$ cat config.mk
export PLATFORM = sky130hd
export DESIGN_NAME = multi_channel_clock_divider
export DESIGN_NICKNAME = d
export VERILOG_FILES = /design/src/rtl/clk_div_pkg.sv /design/src/rtl/clk_div_channel.sv /design/src/rtl/multi_channel_clock_divider.sv
export SDC_FILE = /design/constraint.sdc
export NUM_CORES = 1
export LEC_CHECK = 0
export BUFFER_PORTS_ARGS = -buffer_cell sky130_fd_sc_hd__buf_4
export CORE_UTILIZATION = 43
export DETAILED_ROUTE_END_ITERATION = 12
export SLEW_MARGIN = 10
export SYNTH_ARGS = -nofsm -noshare
export SYNTH_HDL_FRONTEND = slang
export SYNTH_SLANG_ARGS = --single-unit
$ cat constraint.sdc
create_clock -name clk -period 12 [get_ports clk]
set_clock_uncertainty 0.2 [all_clocks]
set_input_delay 1.2 -clock clk [delete_from_list [all_inputs] [get_ports clk]]
set_output_delay 1.2 -clock clk [all_outputs]
set_load 0.05 [all_outputs]
$ cat src/rtl/clk_div_pkg.sv
// Shared constants and helpers for the multi-channel clock divider.
// Holds default counter width, default period and channel-index width.
package clk_div_pkg;

  localparam int          DEF_CNT_W = 32;
  localparam int unsigned DEF_DIV   = 100000000;

  // Width of a channel index; never below one bit.
  function automatic int ch_w(input int n);
    return (n > 1) ? $clog2(n) : 1;
  endfunction

endpackage

$ cat src/rtl/clk_div_channel.sv
// One divider channel: counter, active and pending divisors.
// Ports: clk, rst, en, sync_restart, wr, wr_div -> tick, clkout, pend.
module clk_div_channel
  import clk_div_pkg::*;
#(
  parameter int          CNT_W       = DEF_CNT_W,
  parameter int unsigned DEFAULT_DIV = DEF_DIV
) (
  input  logic             clk,
  input  logic             rst,
  input  logic             en,
  input  logic             sync_restart,
  input  logic             wr,
  input  logic [CNT_W-1:0] wr_div,
  output logic             tick,
  output logic             clkout,
  output logic             pend
);

  logic [CNT_W-1:0] cnt;
  logic [CNT_W-1:0] cur_div;
  logic [CNT_W-1:0] pend_div;
  logic             run;
  logic             last;
  logic             apply;

  assign run   = en & ~sync_restart;
  assign last  = (cnt == cur_div - CNT_W'(1));
  // A pending divisor lands only where cnt returns to 0.
  assign apply = pend & (sync_restart | (en & last));

  always_ff @(posedge clk) begin
    if (rst) begin
      cnt      <= '0;
      cur_div  <= CNT_W'(DEFAULT_DIV);
      pend_div <= '0;
      pend     <= 1'b0;
      tick     <= 1'b0;
      clkout   <= 1'b0;
    end else begin
      tick   <= run & last;
      clkout <= run & (cnt >= (cur_div >> 1));

      if (!run || last) cnt <= '0;
      else              cnt <= cnt + CNT_W'(1);

      if (wr && !run) begin
        // Idle or restarting: counter is at 0, safe to switch now.
        cur_div <= wr_div;
        pend    <= 1'b0;
      end else if (wr) begin
        // Older pending value retires first; new one queues behind it.
        if (apply) cur_div <= pend_div;
        pend_div <= wr_div;
        pend     <= 1'b1;
      end else if (apply) begin
        cur_div <= pend_div;
        pend    <= 1'b0;
      end
    end
  end

endmodule

$ cat src/rtl/multi_channel_clock_divider.sv
// CHANNELS independent programmable clock dividers with a shared write port.
// Ports: clk, rst, en, sync_restart, cfg_* -> cfg_err, pend, tick, clkout.
module multi_channel_clock_divider
  import clk_div_pkg::*;
#(
  parameter int          CHANNELS    = 4,
  parameter int          CNT_W       = DEF_CNT_W,
  parameter int unsigned DEFAULT_DIV = DEF_DIV
) (
  input  logic                        clk,
  input  logic                        rst,
  input  logic [CHANNELS-1:0]         en,
  input  logic                        sync_restart,
  input  logic                        cfg_we,
  input  logic [ch_w(CHANNELS)-1:0]   cfg_ch,
  input  logic [CNT_W-1:0]            cfg_div,
  output logic                        cfg_err,
  output logic [CHANNELS-1:0]         pend,
  output logic [CHANNELS-1:0]         tick,
  output logic [CHANNELS-1:0]         clkout
);

  localparam int CH_W = ch_w(CHANNELS);

  logic cfg_ok;

  assign cfg_ok = (cfg_div != '0) &&
                  (32'(cfg_ch) < 32'(CHANNELS));

  always_ff @(posedge clk) begin
    if (rst) cfg_err <= 1'b0;
    else     cfg_err <= cfg_we & ~cfg_ok;
  end

  for (genvar i = 0; i < CHANNELS; i++) begin : g_ch
    logic wr;

    assign wr = cfg_we & cfg_ok & (cfg_ch == CH_W'(i));

    clk_div_channel #(
      .CNT_W       (CNT_W),
      .DEFAULT_DIV (DEFAULT_DIV)
    ) u_ch (
      .clk          (clk),
      .rst          (rst),
      .en           (en[i]),
      .sync_restart (sync_restart),
      .wr           (wr),
      .wr_div       (cfg_div),
      .tick         (tick[i]),
      .clkout       (clkout[i]),
      .pend         (pend[i])
    );
  end

endmodule

==> flow_metrics.env <==
export IMPL_outcome="completed"
export IMPL_core_area_um2=56300
export IMPL_cts_buffer_depth=3
export IMPL_cts_buffers_inserted=48
export IMPL_finalSetupTns_ns=0
export IMPL_slew_limit_headroom=0.121
export IMPL_arrival_ns=5.39
export IMPL_crit_buf_inv=1
export IMPL_synth_area_leaders="dfxtp_1, ha_1, nand2_1, nor2_1, xnor2_1"
export IMPL_cts_resized=0
export IMPL_gp_congestion=0.911
export IMPL_cts_tree="built"
export IMPL_critical_path_class="register to register"
export IMPL_seq_area_frac_synth=0.325
export IMPL_finalMaxSlewViolations=0
export IMPL_netlist_instances=3173
export IMPL_grt_total_usage=0.263
export IMPL_power_density_nw_per_um2=123
export IMPL_die_h_um=241
export IMPL_power_total_w=0.00330
export IMPL_synth_top_area_share=0.325
export IMPL_ys_flop_type="dfxtp_1"
export IMPL_synth_top_cell_by_area="dfxtp_1"
export IMPL_antenna_found_initial=8
export IMPL_grt_start_max_net_pins=154
export IMPL_post_cts_setup_buffers=0
export IMPL_synth_net_count=3347
export IMPL_drc=0
export IMPL_cp_slowest_cell="o41ai_4"
export IMPL_synth_top_family_by_area="simple AND/OR/NAND/NOR gates"
export IMPL_start_util=0.435
export IMPL_setup_viol=0
export IMPL_nets=3259
export IMPL_mostFrequentLayoutCells="nand2_1, dfxtp_1, nor2_1"
export IMPL_chipWidth_um=241
export IMPL_finalHoldViolCount=0
export IMPL_grt_pass1_wl_um=120000
export IMPL_routed_via_density=5.74
export IMPL_ant_nets=0
export IMPL_synth_edff_count=0
export IMPL_first_pass_iters=5
export IMPL_drv_cap=0
export IMPL_switching_share=0.257
export IMPL_die_area_um2=57900
export IMPL_wl_per_cell_um=19.6
export IMPL_cpPeakStageDelay_ns=0.90
export IMPL_overflow=0
export IMPL_timing_fmax_mhz=194
export IMPL_endpoint_kind="register"
export IMPL_layout_commonest_cell="nand2_1"
export IMPL_clockPowerShare=0.479
export IMPL_r2r_slack_ns=6.85
export IMPL_crit_fanout=23
export IMPL_portBuffers=54
export IMPL_clock_tree_root_cell="clkbuf_16"
export IMPL_synthMuxAreaShare=0.0432
export IMPL_yosys_area_share_simple=0.261
export IMPL_ys_seq_elements=397
export IMPL_comb_power_share=0.097
export IMPL_clock_sinks=397
export IMPL_pwr_share_seq=0.424
export IMPL_final_min_clock_period_ns=5.15
export IMPL_drive_gt1_frac=0.0618
export IMPL_period_share=0.429
export IMPL_totalWireLength_um=75900
export IMPL_synth_xor_area_share=0.103
export IMPL_syn_to_final_growth_pct=9.91
export IMPL_critPathTopFamily="compound AO/OA/AOI/OAI gates"
export IMPL_dp_hpwl_um=55600
export IMPL_yosysWarnings=0
export IMPL_internal_power_w=0.00245
export IMPL_p_sw_w=0.000848
export IMPL_clock_latency_ns=0.60
export IMPL_cts_htree_levels=2
export IMPL_drt_iter0_markers=1992
export IMPL_leakage_nw=10.3
export IMPL_synth_fa_ha_area_frac=0.0675
export IMPL_max_slew_worst_pin_slew_ns=1.31
export IMPL_path_cells="nor3_1 -> nand3_1 -> o41a_1 -> a2111o_1 -> nor4_1 -> o2111ai_1 -> o41ai_4 -> buf_4 -> mux2i_1 -> a21oi_1"
export IMPL_vias=22300
export IMPL_holdBufCountCts=0
export IMPL_synth_distinct_cells=73
export IMPL_path_clk_slew_ns=0.06
export IMPL_ir_drop_mv=0.119
export IMPL_grt_pass1_vias=21200
export IMPL_worst_ep_required_time_ns=12.24
export IMPL_holdWs_ns=0.249
export IMPL_netlist_area_um2=24500
export IMPL_rows=87
export IMPL_min_path_type="register to register"
export IMPL_ys_async_sr_fraction=0
export IMPL_syn_avg_cell_area_um2=7.71
export IMPL_io_pins=55
export IMPL_startpoint_type="register"
export IMPL_synth_compound_area_share=0.141
export IMPL_rsz0062_at_grt="no"
==> cell type report <==
class                      instances  area [um2]
tap                              756         946
timing repair buffer              77         594
clock inverter                    17         303
multi-input combinational       2409       15100
sequential                       397        7950
fill                            5577       29400
clock buffer                      70        1420
antenna                            1        2.50
inverter                         152         571
==> worst reg2reg max path, stage by stage (launching register included) <==
cell and delay, ns:
dfxtp_1 0.36, nor3_1 0.84, nand3_1 0.45, o41a_1 0.51, a2111o_1 0.28, nor4_1 0.30
o2111ai_1 0.30, o41ai_4 0.90, buf_4 0.50, mux2i_1 0.27, a21oi_1 0.08
==> cells in the mapped netlist (8+ instances only) <==
cell type and count:
or2_2 12, nand3_1 116, buf_1 33, or3_1 28
nand4_1 69, xor2_1 140, a21o_1 45, nor4_1 53
nor2_1 356, o21ai_1 35, nand4b_1 8, a211oi_1 62
and3_1 36, o211ai_1 9, a21oi_1 192, nand2_1 405
xnor2_1 147, a31oi_1 18, nor3_1 117, or4_1 12
and2_1 36, o221ai_1 19, clkbuf_1 155, ha_1 132
a221o_1 21, buf_2 9, nand2b_1 20, o21ai_0 68
buf_4 14, o31ai_1 13, inv_1 152, and4_1 18
dfxtp_1 397, mux2i_1 99, nor2b_1 32
==> per-layer routing <==
metal	GRT usage	part of all wire	vias up
met5	0	0.00091	-
met4	0.0774	0.026	10
met3	0.0747	0.088	118
met2	0.413	0.44	687
met1	0.350	0.45	10600
li1	-	-	10800
==> cells by family (layout without fill, tap and decap cells) <==
family                   Yosys count  count (layout)
adder cells (fa/ha/maj)          132             132
flip-flops                       397             397
AND/OR/NAND/NOR                 1347            1347
buffers and inverters            367             316
XOR/XNOR                         287             287
AO/OA/AOI/OAI                    538             538
multiplexers                     105             105
other                              0               1
==> worst paths after layout <==
| kind | start | end | cells past startpoint |
|---|---|---|---|
| worst min register to register | g_ch[1].u_ch.pend_div[26] | g_ch[1].u_ch.pend_div[26] | 2 |
| worst max-delay path | g_ch[2].u_ch.cur_div[3] | g_ch[2].u_ch.cur_div[24] | 10 |
| worst max register to register | g_ch[2].u_ch.cur_div[3] | g_ch[2].u_ch.cur_div[24] | 10 |
| worst min-delay path | g_ch[1].u_ch.pend_div[26] | g_ch[1].u_ch.pend_div[26] | 2 |
==> registers in the layout, summed over array words and instances, names as in the netlist <==
| register | cells |
|---|---|
| g_ch.u_ch.pend_div | 128 |
| g_ch.u_ch.pend | 4 |
| cfg_err | 1 |
| g_ch.u_ch.clkout | 4 |
| g_ch.u_ch.cur_div | 128 |
| g_ch.u_ch.tick | 4 |
| g_ch.u_ch.cnt | 128 |
==> through the flow <==
step / setup WS [ns] / cell area (um2) / instances / utilization
floorplan: 8.18 / 24500 / 3173 / -
detailed placement: 6.71 / 25200 / 3791 / 0.447
CTS: 6.94 / 26900 / 3878 / 0.478
global placement: 6.75 / 25200 / 3791 / 0.447
finish: 6.85 / 26900 / 3879 / 0.478
global route: 6.44 / 26900 / 3879 / 0.478
==> power groups by stage <==
stage          Sequential, W  Combinational, W  Clock, W
5_1_grt              0.00140          0.000350   0.00167
3_5_place_dp         0.00143          0.000311         0
2_1_floorplan        0.00140          0.000232         0
6_report             0.00140          0.000319   0.00158
4_1_cts              0.00140          0.000314   0.00161
3_3_place_gp         0.00143          0.000305         0
Note: power is estimated with default switching activity, not from simulation.
